`config.mk`:
```
export PLATFORM = sky130hd
export DESIGN_NAME = prbs31_burst_ctrl
export DESIGN_NICKNAME = d
export VERILOG_FILES = /design/src/rtl/prbs31_burst_ctrl.sv
export SDC_FILE = /design/constraint.sdc
export NUM_CORES = 1
export LEC_CHECK = 0
export CORE_UTILIZATION = 45
export DETAILED_ROUTE_END_ITERATION = 7
export PLACE_DENSITY_LB_ADDON = 0.25
export SKIP_LAST_GASP = 1
export SYNTH_ARGS = -nofsm -noshare
export SYNTH_HDL_FRONTEND = slang
export SYNTH_SLANG_ARGS = --single-unit
```
`constraint.sdc`:
```
create_clock -name clk -period 4 [get_ports clk]
set_clock_uncertainty 0.15 [all_clocks]
set_input_delay 1 -clock clk [delete_from_list [all_inputs] [get_ports clk]]
set_output_delay 1 -clock clk [all_outputs]
set_load 0.005 [all_outputs]
```
`src/rtl/prbs31_burst_ctrl.sv`:
```
// ============================================================================
// Module   : prbs31_burst_ctrl
// Purpose  : Burst sequencer for a PRBS31 32-bit parallel generator.
//            It holds a programmable seed and burst length. On start it
//            steps the generator once per word for LEN words. Each word is
//            serialised MSB byte first onto an 8-bit valid/ready stream.
// Ports    : clk, rst_n      - clock; synchronous active-high reset
//                              (rst_n = 1 resets; name kept for pinout)
//            cfg_we/addr/wdata - byte config writes: 0-3 seed (LE),
//                              4-5 burst length (LE), 6-7 ignored
//            start, abort    - begin burst / terminate burst
//            out_data/valid/ready - byte stream, registered outputs
//            busy, done, word_cnt - status: in RUN, completion pulse,
//                              words fully transferred in this/last burst
// Options  : PRBS_ZERO_GUARD_EN - replace an all-zero seed with 1 at start
// Revision : 1.0 - initial release
// ============================================================================
`default_nettype none

module prbs31_burst_ctrl #(
    parameter int          LEN_W    = 16,
    parameter logic [31:0] SEED_RST = 32'h0000_0001
) (
    input  logic             clk,
    input  logic             rst_n,
    input  logic             cfg_we,
    input  logic [2:0]       cfg_addr,
    input  logic [7:0]       cfg_wdata,
    input  logic             start,
    input  logic             abort,
    output logic [7:0]       out_data,
    output logic             out_valid,
    input  logic             out_ready,
    output logic             busy,
    output logic             done,
    output logic [LEN_W-1:0] word_cnt
);

    typedef enum logic [1:0] {
        c_IDLE = 2'd0,
        c_RUN  = 2'd1,
        c_DONE = 2'd2
    } state_t;

    localparam logic [LEN_W-1:0] c_CNT_ONE = {{(LEN_W-1){1'b0}}, 1'b1};

    state_t           r_state, w_state_nxt;
    logic [31:0]      r_seed, w_seed_nxt, w_seed_wr, w_seed_eff;
    logic [LEN_W-1:0] r_len, w_len_nxt, w_len_wr, w_len_m1;
    logic [31:0]      r_word, w_word_nxt;
    logic [1:0]       r_byte_idx, w_byte_nxt;
    logic [LEN_W-1:0] r_word_cnt, w_cnt_nxt;
    logic [7:0]       r_out_data, w_out_data_nxt;
    logic             w_hs;
    logic             w_last_word;

    // One parallel step of the PRBS31 generator (32 serial shifts folded).
    function automatic logic [31:0] prbs_step(input logic [31:0] w);
        logic [31:0] nx;
        nx[31:4] = w[30:3] ^ w[27:0];
        nx[3:1]  = w[2:0] ^ w[30:28] ^ w[27:25];
        nx[0]    = w[30] ^ w[24];
        return nx;
    endfunction

    // Config-bus view of seed and length after applying the addressed byte.
    always_comb begin
        w_seed_wr = r_seed;
        case (cfg_addr)
            3'd0:    w_seed_wr[7:0]   = cfg_wdata;
            3'd1:    w_seed_wr[15:8]  = cfg_wdata;
            3'd2:    w_seed_wr[23:16] = cfg_wdata;
            3'd3:    w_seed_wr[31:24] = cfg_wdata;
            default: w_seed_wr = r_seed;
        endcase

        // Length bits 0-7 come from address 4, bits 8 and up from address 5.
        // Written bit by bit so that narrow LEN_W values need no special case.
        w_len_wr = r_len;
        for (int i = 0; i < LEN_W; i++) begin
            if (i < 8) begin
                if (cfg_addr == 3'd4) w_len_wr[i] = cfg_wdata[i[2:0]];
            end else begin
                if (cfg_addr == 3'd5) w_len_wr[i] = cfg_wdata[i[2:0]];
            end
        end
    end

`ifdef PRBS_ZERO_GUARD_EN
    assign w_seed_eff = (r_seed == 32'h0) ? 32'h0000_0001 : r_seed;
`else
    assign w_seed_eff = r_seed;
`endif

    // len cannot change while running and a burst only starts with len != 0,
    // so len-1 never underflows while it matters and the counter never wraps.
    assign w_len_m1    = r_len - c_CNT_ONE;
    assign w_last_word = (r_word_cnt == w_len_m1);
    assign w_hs        = (r_state == c_RUN) && out_ready;

    always_comb begin
        w_state_nxt = r_state;
        w_seed_nxt  = r_seed;
        w_len_nxt   = r_len;
        w_word_nxt  = r_word;
        w_byte_nxt  = r_byte_idx;
        w_cnt_nxt   = r_word_cnt;

        case (r_state)
            c_IDLE: begin
                if (cfg_we) begin
                    w_seed_nxt = w_seed_wr;
                    w_len_nxt  = w_len_wr;
                end
                if (start) begin
                    w_cnt_nxt = '0;
                    if (r_len != '0) begin
                        w_word_nxt  = prbs_step(w_seed_eff);
                        w_byte_nxt  = 2'd0;
                        w_state_nxt = c_RUN;
                    end else begin
                        w_state_nxt = c_DONE;
                    end
                end
            end

            c_RUN: begin
                if (w_hs) begin
                    if (r_byte_idx != 2'd3) begin
                        w_byte_nxt = r_byte_idx + 2'd1;
                    end else begin
                        w_cnt_nxt = r_word_cnt + c_CNT_ONE;
                        if (w_last_word) begin
                            w_state_nxt = c_DONE;
                        end else begin
                            // Load the next word at once: no bubble on the stream.
                            w_word_nxt = prbs_step(r_word);
                            w_byte_nxt = 2'd0;
                        end
                    end
                end
                // Abort wins over completion; a handshake in this cycle still counts.
                if (abort) w_state_nxt = c_IDLE;
            end

            c_DONE: begin
                w_state_nxt = c_IDLE;
            end

            default: begin
                w_state_nxt = c_IDLE;
            end
        endcase

        w_out_data_nxt = 8'h00;
        if (w_state_nxt == c_RUN) begin
            case (w_byte_nxt)
                2'd0:    w_out_data_nxt = w_word_nxt[31:24];
                2'd1:    w_out_data_nxt = w_word_nxt[23:16];
                2'd2:    w_out_data_nxt = w_word_nxt[15:8];
                default: w_out_data_nxt = w_word_nxt[7:0];
            endcase
        end
    end

    always_ff @(posedge clk) begin
        if (rst_n) begin
            r_state    <= c_IDLE;
            r_seed     <= SEED_RST;
            r_len      <= '0;
            r_word     <= '0;
            r_byte_idx <= 2'd0;
            r_word_cnt <= '0;
            r_out_data <= 8'h00;
        end else begin
            r_state    <= w_state_nxt;
            r_seed     <= w_seed_nxt;
            r_len      <= w_len_nxt;
            r_word     <= w_word_nxt;
            r_byte_idx <= w_byte_nxt;
            r_word_cnt <= w_cnt_nxt;
            r_out_data <= w_out_data_nxt;
        end
    end

    // All status outputs decode directly from flops.
    assign out_data  = r_out_data;
    assign out_valid = (r_state == c_RUN);
    assign busy      = (r_state == c_RUN);
    assign done      = (r_state == c_DONE);
    assign word_cnt  = r_word_cnt;

endmodule

`default_nettype wire

```
### Word-level counts from Yosys, hierarchy flattened

Cells that the tools add are included.
W data, S select, Z words.

| storage, ports and cells | value |
|---|---|
| output and inout bits | 27 |
| bits of input ports | 17 |
| word-level logic and storage cells | 76 |
| register bits | 107 |

| operators by class | value |
|---|---|
| mux-type cells | 24 |
| bitwise logic cells | 9 |
| $add $sub $neg | 3 |
| reductions and logical operators | 14 |
| equal/unequal tests | 15 |

Operators by type and width:

| kind | number |
|---|---|
| $mux W32 | 5 |
| $pmux W32 S2 | 1 |
| $xor A28 B28 Y28 | 2 |
| $mux W16 | 3 |
| $pmux W16 S2 | 1 |
| $pmux W8 S3 | 1 |
| $mux W2 | 11 |
| $reduce_and A3 Y1 | 6 |
| $add A16 B1 Y16 const B | 1 |
| $eq A16 B16 Y1 | 1 |
| $reduce_bool A16 Y1 | 1 |
| $sub A16 B1 Y16 const B | 1 |
| $xor A3 B3 Y3 | 4 |
| $pmux W2 S2 | 2 |
| $eq A2 B1 Y1 const B | 3 |
| $eq A3 B2 Y1 const B | 2 |
| $eq A3 B3 Y1 const B | 2 |
| $ne A2 B2 Y1 const B | 3 |
| $eq A2 B2 Y1 const B | 2 |
| $logic_not A2 Y1 | 2 |
| $reduce_and A4 Y1 | 1 |
| $eq A3 B1 Y1 const B | 1 |
| $logic_not A3 Y1 | 1 |
| $add A2 B1 Y2 const B | 1 |
| 6 further kinds | 7 |

### Longest topological paths before layout

Gate-level depths: netlist of the first run.

| logic depth | value |
|---|---|
| word-level depth | 10 |
| depth in mapped cells | 13 |
| mapped depth without buffers | 11 |

### Worst setup path after synthesis of the first run

No wires, ideal clock.

| path | value |
|---|---|
| kind | reg2reg |
| start | reg r_len[0] |
| end | reg r_out_data[7], in the netlist out_data[7] |
| buffers on the path | 2 |
| stages on the path, launching flop included | 14 |
| required time | 3.791 ns |
| slack | 0.394 ns |
| library setup time | 0.059 ns |
| arrival | 3.396 ns |
| period minus slack after synthesis | 3.606 ns |
| cell sequence | dfxtp_1 > inv_1 > ha_1 > or3b_2 > or4_1 > xnor2_1 > nor4_1 > and3_1 > clkbuf_1 > a31oi_2 > and2_1 > buf_6 > a222oi_1 > o211a_1 |

| on the way | value |
|---|---|
| longest elaborated chain between the ends | 10 |
| elaborated cells between the ends (all ways) | 29 |
| those cells by class | 1 x add/sub; 4 x eq/ne; 20 x mux; 1 x bitwise; 3 x reduce/logical |

RTL lines:

| what | RTL line | text |
|---|---|---|
| from (decl) | 49 | `logic [LEN_W-1:0] r_len, w_len_nxt, w_len_wr, w_len_m1;` |
| from (signal assigned) | 178 | `r_len <= w_len_nxt;` |
| $sub A16 B1 Y16 | 97 | `assign w_len_m1 = r_len - c_CNT_ONE;` |
| $eq A16 B16 Y1 | 98 | `assign w_last_word = (r_word_cnt == w_len_m1);` |
| $mux W2 | 133 | `if (w_last_word) begin` |
| $mux W2 | 129 | `if (r_byte_idx != 2'd3) begin` |
| $mux W2 | 128 | `if (w_hs) begin` |
| $mux W2 | 143 | `if (abort) w_state_nxt = c_IDLE;` |
| $pmux W2 S2 | 109 | `case (r_state)` |
| $eq A2 B1 Y1 | 156 | `if (w_state_nxt == c_RUN) begin` |
| $not A1 Y1 (no source line) | n/a |  |
| $reduce_or A2 Y1 (no source line) | n/a |  |
| to (signal assigned) | 182 | `r_out_data <= w_out_data_nxt;` |
| to (decl) | 53 | `logic [7:0] r_out_data, w_out_data_nxt;` |

Several ways; a longest one is shown, not always the timed one.
A chain may end at the register's enable or synchronous reset.

### Final worst setup path of the first run

| path | value |
|---|---|
| start | reg r_len[2] |
| end | reg r_out_data[0], in the netlist out_data[0] |

Same word-level chain as after synthesis.

==> results of run 1 <==
## worst paths after layout
kind,from,to,slack (ns),cells after the start
setup reg to reg,r_len[2],out_data[0],0.08,10
hold / removal,r_seed[29],r_seed[29],0.37,2
setup / recovery,r_len[2],out_data[0],0.08,10
hold reg to reg,r_seed[29],r_seed[29],0.37,2
## worst max-delay path, stage by stage (launching register included)
cell and delay [ns]:
dfxtp_1 0.39, or4_4 0.57, or3_4 0.36, or4_4 0.54, a22oi_4 0.25, nand3_4 0.15, o31a_2 0.47, buf_4 0.19
o221ai_1 0.24, mux2i_1 0.18, a211o_1 0.32
## state kept, by name, indices dropped and copies added, names as in the netlist
| name | flops |
|---|---|
| out_data | 8 |
| r_word | 32 |
| r_len | 16 |
| word_cnt | 16 |
| r_state | 2 |
| r_byte_idx | 2 |
| r_seed | 31 |
## per-stage QoR
stage	utilization (%)	total power, mW	instances	setup slack (ns)	hold WS, ns
2_1_floorplan	-	1.58	664	0.394	0.334
3_3_place_gp	51.6	1.77	874	0.186	0.352
3_5_place_dp	51.6	1.77	874	0.0603	0.367
4_1_cts	53.9	2.66	889	0.0413	0.383
5_1_grt	54.5	2.77	891	0.0184	0.411
6_report	54.5	2.66	891	0.0824	0.374
## layout make-up
type                       instances  area [um^2]
timing repair buffer              68          613
sequential                       107         2140
tap                              172          215
inverter                          14         52.6
clock inverter                     6         65.1
multi-input combinational        515         3530
clock buffer                       9          225
fill                            1195         5720
## layer usage
metal | wire (um) | up-vias | part of all wire [%] | GRT usage [%]
li1 | - | 2483 | - | -
met1 | 7680 | 2455 | 45 | 36.2
met2 | 7890 | 190 | 46 | 44.0
met3 | 1090 | 40 | 6.3 | 6.33
met4 | 572 | 0 | 3.3 | 10.6
met5 | 0 | - | 0 | 0
## logic make-up (layout without fill, tap and decap cells)
logic type               Yosys count  count (layout)  synth area share, %
multiplexers                      52              52                 9.00
buffers and inverters             42              97                 3.05
AND/OR/NAND/NOR                  242             242                 20.3
XOR/XNOR                          95              95                 14.4
adder cells (fa/ha/maj)            3               3                0.649
flip-flops                       107             107                 37.0
AO/OA/AOI/OAI                    123             123                 15.6
## Yosys cell counts, types with 3 or more instances
master,n,area (um^2)
a211oi_1,7,52.6
mux2i_1,52,521
a22oi_1,12,90.1
nand4_1,4,25.0
a21oi_1,18,90.1
xor2_1,46,403
and2_1,5,31.3
or3_1,7,43.8
nor3b_1,4,30.0
or4_1,3,22.5
nor2_1,107,402
o221ai_1,17,149
or2_2,3,18.8
dfxtp_1,107,2140
and3_1,9,56.3
o31ai_1,3,22.5
ha_1,3,37.5
a311oi_1,3,26.3
nor4_1,7,43.8
clkbuf_1,21,78.8
xnor2_1,49,429
a222oi_1,3,30.0
o21ai_0,17,85.1
nand2_1,41,154
a211o_1,3,26.3
o22ai_1,10,62.6
nand3_1,13,65.1
nor2b_1,9,56.3
o31a_1,3,26.3
inv_1,14,52.6
nor3_1,15,75.1
a31oi_1,5,31.3
## timing repair
| item | in CTS | in global routing |
|---|---|---|
| endpoints found under the setup margin | 0 | 10 |
| resized for setup | 0 | 15 |
| setup buffers | 0 | 2 |
## power groups by stage
stage	Combinational (mW)	Sequential (mW)	Clock [mW]
final	0.566	1.20	0.892
after global routing	0.613	1.21	0.950
after CTS	0.548	1.20	0.908
after detailed placement	0.545	1.22	0
after global placement	0.549	1.22	0
after floorplan	0.378	1.20	0
==> tab_implementation.tex, run 1 <==
\begin{tabular}{lr}
\hline
Metric & Value \\
\hline
\multicolumn{2}{l}{\textbf{CTS}} \\
\quad Clock tree from TritonCTS & done \\
\quad Clock Tree Root & clkbuf\_16 \\
\quad Buffer levels on the longest clock path & 2 \\
\quad \# clock sinks & approximately 110 \\
\quad Number of buffers inserted for hold repair after clock tree synthesis & 0 \\
\quad Maximum level of the CTS H-tree & 3 \\
\quad Number of buffers created by CTS & 9 \\
\quad Clock-pin slew on the worst setup and hold paths & about 0.07 ns \\
\quad Skew-Pair Late Insertion Delay & around 0.36 ns \\
\multicolumn{2}{l}{\textbf{Logic synthesis}} \\
\quad Seq cells post-synth & roughly 110 \\
\quad Number of distinct library cells after synthesis & 65 \\
\quad Nets in the synthesized netlist & between 600 and 700 \\
\quad Summed instance area of the synthesized netlist & 5790 um\^{}2 \\
\quad YS warnings & 0 \\
\quad Async set-reset flop share out of synthesis & 0\% \\
\quad Synthesized instance count & between 600 and 700 \\
\quad Most frequently used flop master after synthesis & dfxtp\_1 \\
\quad EDFF count, synth & 0 \\
\quad Portion of the post-synthesis area used by sequential elements & 37.0\% \\
\quad Syn avg cell area & $\sim$8.7 um\^{}2 \\
\multicolumn{2}{l}{\textbf{STA}} \\
\quad Timing-limited maximum frequency & roughly 0.26 GHz \\
\quad Setup violators final & 0 \\
\quad RSZ-0062 raised after global routing & no \\
\quad Post-route minimum period & 3.92 ns \\
\quad Final hold violations & 0 \\
\quad Slew at the pin closest to its max-slew limit & slightly above 0.9 ns \\
\quad Sum of negative setup slack & 0 ns \\
\quad Max-slew violation count & 0 \\
\quad Crit share post-route & 97.9\% \\
\quad Slew HR & about 39\% \\
\multicolumn{2}{l}{\textbf{Final layout}} \\
\quad Net count, final & 735 \\
\quad Area growth from synthesis to layout & 18.4\% \\
\quad Post-Layout Inst Area & around 6800 um\^{}2 \\
\quad Antenna diode count & 0 \\
\quad Commonest non-fill, non-tap cells in the layout & nor2\_1 (107), dfxtp\_1 (107), mux2i\_1 (52) \\
\quad Share of final-layout standard cells stronger than drive strength 1 & 9.60\% \\
\multicolumn{2}{l}{\textbf{Outcome}} \\
\quad Status & finished, final reports clean \\
\multicolumn{2}{l}{\textbf{Pwr}} \\
\quad Max rail drop VDD & 0.232 mV \\
\quad Comb power frac & 21.3\% \\
\quad Share of power burned in the clock network & roughly a third \\
\quad Standby leakage power & $\sim$2.8 nW \\
\quad Sw Pwr & between 800 and 900 uW \\
\quad P\_int & 1.85 mW \\
\quad Reg power frac & a little under half \\
\quad Sw Share & between 30\% and 40\% \\
\quad Areal power density over the cells & a little under 400 nW/um\^{}2 \\
\multicolumn{2}{l}{\textbf{Die}} \\
\quad Number of standard-cell rows in the floorplan & 41 \\
\quad \# IOs & 44 \\
\quad X dimension of the die & about 120 um \\
\quad Std-Cell Core Area & 12,600 um\^{}2 \\
\quad Die outline height & 115 um \\
\quad Total Die Area & between 10,000 and 15,000 um\^{}2 \\
\quad Starting utilization of the core area & 46.0\% \\
\multicolumn{2}{l}{\textbf{Critical path}} \\
\quad Crit path launch type & flop \\
\quad Data required time of the worst path & about 4 ns \\
\quad Critical path arrival & 4.02 ns \\
\quad Maximum fanout encountered on the critical timing path & 9 \\
\quad Endpoint kind of the worst setup timing path & flop \\
\quad Critical path class & reg2reg \\
\multicolumn{2}{l}{\textbf{Route}} \\
\quad Post-Route WL & between 15,000 and 20,000 um \\
\quad 1st-iter DRT viols & 406 \\
\quad Average vias per placed instance & roughly 5.8 \\
\quad Residual DRC & 0 \\
\quad Vias post-DR & 5,168 \\
\quad Count of antenna-violating nets left after detailed routing & 0 \\
\quad Pre-antenna DRT Iters & 5 \\
\quad Per-cell routed wire length & 19.3 um \\
\multicolumn{2}{l}{\textbf{Global route}} \\
\quad Overflow after GRT & 0 \\
\quad Number of antenna violations at the first check in global routing & 0 \\
\quad Via count of the first global-routing pass & approximately 5,000 \\
\quad Global Route Usage Sum & 27.6\% \\
\quad Global-route wire length before repair & roughly 27,000 um \\
\quad Maximum number of pins on one net before global-route repair & 85 \\
\multicolumn{2}{l}{\textbf{Place}} \\
\quad RePlAce Congestion & between 1 and 1.5 \\
\quad Placement-stage cell area & approximately 6500 um\^{}2 \\
\quad Port Buffers & 43 \\
\quad HPWL after detailed placement & $\sim$13,000 um \\
\multicolumn{2}{l}{\textbf{Min path}} \\
\quad Worst min-delay path class & reg2reg \\
\multicolumn{2}{l}{\textbf{Flow run}} \\
\quad Max-cap violations & 0 \\
\hline
\end{tabular}
No activity file was read; power rests on OpenSTA's default activity.
==> inputs of run 2 (changes only) <==
Settings changed: HOLD_SLACK_MARGIN set to 0.03.
==> results of run 2 <==
The final DEF is identical to that of run 1; final timing and power are the same.
==> inputs of run 3 (changes only) <==
Settings changed: CTS_BUF_LIST set to sky130_fd_sc_hd__clkbuf_16.
==> results of run 3 <==
The final DEF is identical to that of run 1; final timing and power are the same.
